File: src/rtl/signed_subtractor_pipe_pkg.sv
// Shared helpers for the saturating signed pipelines: width helper and
// two's-complement clamp evaluated on a wide signed carrier.
package signed_subtractor_pipe_pkg;

  // Carrier width for clamp arithmetic; supports operand/result widths up to 128.
  localparam int SAT_VW = 130;

  typedef logic signed [SAT_VW-1:0] sat_val_t;

  typedef struct packed {
    sat_val_t value;
    logic     pos;
    logic     neg;
  } sat_res_t;

  function automatic int max3(int x, int y, int z);
    int m;
    m = (x > y) ? x : y;
    return (m > z) ? m : z;
  endfunction

  function automatic sat_val_t sat_max(int width);
    return (sat_val_t'(1) <<< (width - 1)) - sat_val_t'(1);
  endfunction

  function automatic sat_val_t sat_min(int width);
    return ~sat_max(width);
  endfunction

  function automatic sat_res_t sat_clamp(sat_val_t value, int width);
    sat_res_t r;
    r.value = value;
    r.pos   = 1'b0;
    r.neg   = 1'b0;
    if (value > sat_max(width)) begin
      r.value = sat_max(width);
      r.pos   = 1'b1;
    end else if (value < sat_min(width)) begin
      r.value = sat_min(width);
      r.neg   = 1'b1;
    end
    return r;
  endfunction

endpackage

File: src/rtl/sat_clamp_signed.sv
// Combinational clamp of a signed IN_W-bit value into OUT_W-bit two's-complement
// range, flagging which bound was hit.
module sat_clamp_signed
  import signed_subtractor_pipe_pkg::*;
#(
  parameter int IN_W  = 34,
  parameter int OUT_W = 32
) (
  input  logic [IN_W-1:0]  din,
  output logic [OUT_W-1:0] dout,
  output logic             sat_pos,
  output logic             sat_neg
);

  sat_val_t                wide;
  logic [SAT_VW-OUT_W-1:0] clamp_unused_hi;

  always_comb begin
    wide = {{(SAT_VW-IN_W){din[IN_W-1]}}, din};
    {clamp_unused_hi, dout, sat_pos, sat_neg} = sat_clamp(wide, OUT_W);
  end

endmodule

File: src/rtl/signed_subtractor_pipe.sv
// Two-stage pipelined saturating signed subtractor (out = a - b) with
// valid/ready backpressure and a sticky saturation monitor.
module signed_subtractor_pipe
  import signed_subtractor_pipe_pkg::*;
#(
  parameter int IN1_WIDTH = 32,
  parameter int IN2_WIDTH = 32,
  parameter int OUT_WIDTH = 32,
  parameter int CNT_WIDTH = 16
) (
  input  logic                 clk,
  input  logic                 reset,
  input  logic                 in_valid,
  output logic                 in_ready,
  input  logic [IN1_WIDTH-1:0] a,
  input  logic [IN2_WIDTH-1:0] b,
  output logic                 out_valid,
  input  logic                 out_ready,
  output logic [OUT_WIDTH-1:0] out,
  output logic                 sat_pos,
  output logic                 sat_neg,
  input  logic                 sat_clear,
  output logic                 sat_sticky,
  output logic [CNT_WIDTH-1:0] sat_count
);

  localparam int W = max3(IN1_WIDTH, IN2_WIDTH, OUT_WIDTH) + 1;

  logic         s1_valid;
  logic [W-1:0] s1_a;
  logic [W-1:0] s1_b;
  logic [W:0]   diff;
  logic [OUT_WIDTH-1:0] clamp_out;
  logic         clamp_pos;
  logic         clamp_neg;
  logic         s1_adv;
  logic         s2_adv;
  logic         sat_evt;

  // Handshake: a stage advances when it is empty or the stage after it
  // advances; data moves on valid && ready and stalled stages hold. in_ready
  // is combinational from out_ready (no skid buffer).
  assign s2_adv   = !out_valid || out_ready;
  assign s1_adv   = !s1_valid || s2_adv;
  assign in_ready = s1_adv;

  assign diff = {s1_a[W-1], s1_a} - {s1_b[W-1], s1_b};

  sat_clamp_signed #(
    .IN_W  (W + 1),
    .OUT_W (OUT_WIDTH)
  ) u_clamp (
    .din     (diff),
    .dout    (clamp_out),
    .sat_pos (clamp_pos),
    .sat_neg (clamp_neg)
  );

  always_ff @(posedge clk or negedge reset) begin
    if (!reset) begin
      s1_valid <= 1'b0;
      s1_a     <= '0;
      s1_b     <= '0;
    end else if (s1_adv) begin
      s1_valid <= in_valid;
      if (in_valid) begin
        s1_a <= {{(W-IN1_WIDTH){a[IN1_WIDTH-1]}}, a};
        s1_b <= {{(W-IN2_WIDTH){b[IN2_WIDTH-1]}}, b};
      end
    end
  end

  always_ff @(posedge clk or negedge reset) begin
    if (!reset) begin
      out_valid <= 1'b0;
      out       <= '0;
      sat_pos   <= 1'b0;
      sat_neg   <= 1'b0;
    end else if (s2_adv) begin
      out_valid <= s1_valid;
      if (s1_valid) begin
        out     <= clamp_out;
        sat_pos <= clamp_pos;
        sat_neg <= clamp_neg;
      end
    end
  end

  // A held result is counted only on the edge where it actually leaves.
  assign sat_evt = out_valid && out_ready && (sat_pos || sat_neg);

  always_ff @(posedge clk or negedge reset) begin
    if (!reset) begin
      sat_sticky <= 1'b0;
      sat_count  <= '0;
    end else if (sat_clear) begin
      sat_sticky <= sat_evt;
      sat_count  <= sat_evt ? CNT_WIDTH'(1) : '0;
    end else if (sat_evt) begin
      sat_sticky <= 1'b1;
      if (sat_count != {CNT_WIDTH{1'b1}}) sat_count <= sat_count + CNT_WIDTH'(1);
    end
  end

endmodule

File: config.mk
export PLATFORM = sky130hd
export DESIGN_NAME = signed_subtractor_pipe
export DESIGN_NICKNAME = d
export VERILOG_FILES = /design/src/rtl/signed_subtractor_pipe_pkg.sv /design/src/rtl/sat_clamp_signed.sv /design/src/rtl/signed_subtractor_pipe.sv
export SDC_FILE = /design/constraint.sdc
export NUM_CORES = 1
export LEC_CHECK = 0
export CORE_MARGIN = 8
export CORE_UTILIZATION = 53
export CTS_BUF_LIST = sky130_fd_sc_hd__clkbuf_16
export CTS_CLUSTER_DIAMETER = 150
export DETAILED_ROUTE_END_ITERATION = 8
export GPL_TIMING_DRIVEN = 0
export PLACE_DENSITY = 0.79
export SLEW_MARGIN = 10
export SYNTH_ARGS = -nofsm -noshare
export SYNTH_HDL_FRONTEND = slang
export SYNTH_SLANG_ARGS = --single-unit
File: constraint.sdc
create_clock -name clk -period 3.3 [get_ports clk]
set_clock_uncertainty 0.15 [all_clocks]
set_input_delay 0.495 -clock clk [delete_from_list [all_inputs] [get_ports clk]]
set_output_delay 0.495 -clock clk [all_outputs]
set_load 0.02 [all_outputs]
# Yosys cells after proc, flatten, opt, wreduce, memory -nomap -nowiden
# Index checks and enable logic that the tools add are counted.
# W data, S select, Z words.
[op_classes]
n_addsub = 2
multipliers = 0
div_mod_pow = 0
n_lt_le_gt_ge = 2
n_eq_ne = 1
n_shift = 0
muxes = 11
n_bitwise = 0
reduce_logical = 12
[op_table]
columns = ["operator", "count"]
rows = [
  ["$mux W32", 2],
  ["$mux W16", 3],
  ["$gt A33 B32 Y1 const B", 1],
  ["$lt A33 B32 Y1 const B", 1],
  ["$sub A32 B32 Y33", 1],
  ["$add A16 B1 Y16 const B", 1],
  ["$ne A16 B16 Y1 const B", 1],
  ["$mux W1", 6],
  ["$reduce_and A2 Y1", 3],
  ["$reduce_bool A2 Y1", 2],
  ["$logic_or A1 B1 Y1", 3],
  ["$logic_and A1 B1 Y1", 2],
  ["$logic_not A1 Y1", 2],
]
[word_totals]
register_bits = 117
latch_bits = 0
ramBits = 0
rom_bits = 0
in_bits = 69
wordCells = 37
mem_count = 0

# Depth between registers and ports, before layout
[logic_depth]
ltp_word = 4
depth_mapped = 13

# Cells and area by module
# Synthesis repeated with hierarchy kept, for this count alone.
[unflattened]
cells_unflattened = 693
hier_area_um2 = 7109.3
[by_module_without_submodules]
columns = ["module", "n_inst", "cells_per_inst", "area_each_um2", "seq_area_each_um2"]
rows = [
  ["signed_subtractor_pipe", 1, 578, 6398.6, 2927.8],
  ["sat_clamp_signed", 1, 115, 710.7, 0.0],
]

# Worst setup path before layout
# No wires, ideal clock.
[synth_path]
path_kind = "reg2reg"
start = "register s1_a[0]"
end = "register out[26]"
t_arrival_ps = 2538
path_slack_ps = 519
path_stages_with_launch = 13
period_less_slack_ps = 2781
cell_sequence = "dfrtp_1 > inv_1 > ha_1 > fa_1 > nand2b_1 > a21o_2 > nand3b_4 > a31oi_4 > o41a_1 > o211ai_2 > a21oi_2 > xor2_1 > a211oi_1"
[synth_via]
elab_chain_cells = 4
word_cells_on_any_way = 5
classes_between = "add/sub: 1; order compare: 2; mux: 2"
[synth_rtl]
columns = ["item", "line_no", "text"]
rows = [
  ["from (decl)", "signed_subtractor_pipe.sv:30", "logic [W-1:0] s1_a;"],
  ["from (signal assigned)", "signed_subtractor_pipe.sv:67", "s1_a <= {{(W-IN1_WIDTH){a[IN1_WIDTH-1]}}, a};"],
  ["$sub A32 B32 Y33 *", "signed_subtractor_pipe.sv:47", "assign diff = {s1_a[W-1], s1_a} - {s1_b[W-1], s1_b};"],
  ["$lt A33 B32 Y1", "signed_subtractor_pipe_pkg.sv:38", "end else if (value < sat_min(width)) begin"],
  ["$mux W32", "signed_subtractor_pipe_pkg.sv:38", ""],
  ["$mux W32 *", "signed_subtractor_pipe_pkg.sv:35", "if (value > sat_max(width)) begin"],
  ["to (signal assigned)", "signed_subtractor_pipe.sv:82", "out <= clamp_out;"],
  ["to (decl)", "signed_subtractor_pipe.sv:19", "output logic [OUT_WIDTH-1:0] out,"],
]
# Every way passes the cells marked *; elsewhere a longest branch is shown, timed or not.
# A chain may end at the register's enable or synchronous reset.

# Worst setup path in the final report
# Ends and elaborated chain as after synthesis.

==> flow_summary.toml <==
[place]
place_hpwl_um = 12700
pre_cts_ws_ns = 0.0790
place.gp.congestion = 0.905
portBuffers = 120

[power_and_ir_drop]
p_clk_share_pct = 26.6
internal_power_w = 0.00409
swShare_pct = 36.4
pwr-share-comb_pct = 42.4
p_per_area_nw_per_um2 = 738
p_sw_w = 0.00234
peakVddDrop_v = 0.000474
finalPower_w = 0.00644
power_frac_seq_pct = 31.0
leakage_nw = 3.81

[routing]
wl_um = 16500
drt-met1-wl_um = 7040
ant_nets = 0
dr.pass1.iters = 5
wire_per_inst_um = 16.6
drt_iter0_drc = 465
routed_via_density = 5.52
drc = 0
route.met2.wl_um = 8110
wl_met3_um = 960
top_layer_used = "met4"
num_vias = 5485

[clock_network]
path_clk_slew_ns = 0.05
h-tree-depth = 4
clk_latency_ns = 0.42
cts_inserted_buffers = 17
cts_tree = "done"
cts-root-buf = "clkbuf_16"
cts_buffer_depth = 2
clock_sinks = 117

[synthesis]
synth_fp_nets = 766
netlist_instances = 663
yosysUniqueCellTypes = 68
netlist_area_um2 = 6660
ys.flop_type = "dfrtp_1"
synth_area_per_cell_um2 = 10.1
synth-seq-cells = 117
ys_warn_count = 0
async_flop_share_pct = 100
synth-edff-count = 0
ys_seq_area_share_pct = 43.9

[timing]
max_slew_margin_pct = 56.2
hold_violations = 0
setup_slack_ns = 0.173
worst_pin_slew_ns = 0.657
finalSetupViolCount = 0
slew_violations = 0
post-route-min-period_ns = 3.13
setup_tns_ns = 0
timing.fmax_mhz = 320
finalCritPeriodShare_pct = 94.8

[min_path]
hold_path.class = "in2reg"

[setup_path]
cp.required_ns = 3.48
crit_path_end_kind = "flip-flop"
worst_setup_path_start_kind = "flip-flop"
arrival_ns = 3.30
crit_fanout = 4
critPathKind = "reg2reg"

[floorplanning]
coreArea_um2 = 12500
placementRows = 41
die_h_um = 128
die_area_um2 = 16400
die_w_um = 128
ioPinCount = 122
start_util_pct = 53.5

[cells_and_area]
insertedDiodeCount = 0
synthToLayoutAreaGrowth_pct = 30.8
final_common_cell = "clkdlybuf4s50_1"
multi_input_area_um2 = 3460
layout-drive-gt1-share_pct = 16.5
regArea_um2 = 2930
final_cell_mix = "clkdlybuf4s50_1, dfrtp_1, mux2_2, nand2_1"
fin_nets = 912
fillers = 961

[run_status]
status = "finished, final reports clean"

[grt]
grt_overflow = 0
grt_use_total_pct = 21.2
grt_max_degree = 68
grt_pass1_vias = 5669
grt_pass1_wl_um = 27600
antenna_found_initial = 0

[run]
cap_violations = 0
[synth_stat cells, types with 9 or more instances]
cell type	number	area, um^2
xor2_1	17	149
o21ai_0	18	90.1
a21oi_1	60	300
ha_1	33	413
a21o_1	9	67.6
mux2_2	65	732
dfrtp_1	117	2930
inv_1	42	158
nand3_1	16	80.1
nor2_1	60	225
clkbuf_1	11	41.3
xnor2_1	19	166
nand2b_1	14	87.6
nand2_1	63	236
[area by class of cell]
type | instances | share of cell area, %
multi-input combinational | 480 | 39.7
timing repair buffer | 127 | 14.7
sequential | 117 | 33.6
clock inverter | 15 | 1.39
inverter | 42 | 1.81
tap | 172 | 2.47
clock buffer | 17 | 4.88
buffer | 24 | 1.54
[per-stage QoR]
stage,cell area [um^2],instances,utilization [%],hold slack [ns]
finish,8720,994,69.9,0.319
global route,8720,994,69.9,0.336
CTS,8670,989,69.5,0.295
detailed placement,8110,956,65.1,0.314
global placement,8080,955,64.8,0.339
floorplan,6660,663,-,0.0494
[power groups by stage]
stage	logic [W]	registers (W)	clock network (W)
after global placement	0.00262	0.00201	0
after global routing	0.00297	0.00204	0.00181
after CTS	0.00270	0.00200	0.00174
final	0.00273	0.00200	0.00171
after floorplan	0.00151	0.00220	0
after detailed placement	0.00267	0.00202	0
[flip-flops by register name (all words and copies together) (netlist names)]
signal	cells
out	32
s1_a	32
s1_b	32
sat_count	16
out_valid	1
s1_valid	1
sat_neg	1
sat_pos	1
sat_sticky	1
[worst paths after layout]
kind | startpoint | end | slack [ns] | depth (start not counted)
max | s1_a[0] | out[26] | 0.17 | 12
min | sat_clear | sat_count[7] | 0.32 | 2
max reg2reg | s1_a[0] | out[26] | 0.17 | 12
min reg2reg | s1_b[22] | s1_b[22] | 0.35 | 1
max in group asynchronous | reset | s1_b[2] | 1.87 | 3
min in group asynchronous | reset | sat_sticky | 0.43 | 2
[logic make-up after synthesis]
family / synth area share (%)
AND/OR/NAND/NOR: 14.0
AO/OA/AOI/OAI: 15.2
flip-flops: 43.9
multiplexers: 11.4
buffers and inverters: 4.32
XOR/XNOR: 4.73
adder cells (fa/ha/maj): 6.50
[per-layer routing]
metal	GRT usage, %	vias to the layer above
met5	0	-
met4	10.2	0
met3	5.28	33
met2	34.6	182
met1	25.6	2660
li1	-	2610
[critical path, cell delays in order, from the launching register on]
cell and delay (ns):
dfrtp_1 0.34, inv_1 0.05, ha_1 0.22, fa_1 0.39, nand2b_1 0.20, a21o_2 0.26
nand3b_4 0.12, a31oi_4 0.13, o41a_1 0.46, o211ai_2 0.22, a21oi_2 0.11, xor2_1 0.16
a211oi_1 0.23
[what timing repair did]
action / 4_1_cts / 5_1_grt
endpoints found under the setup margin: 0 / 22
hold buffers: 1 / 0
setup buffers: 0 / 5
endpoints found under the hold margin: 50 / 0
resized for setup: 0 / 3
No activity file was read; power rests on OpenSTA's default activity.
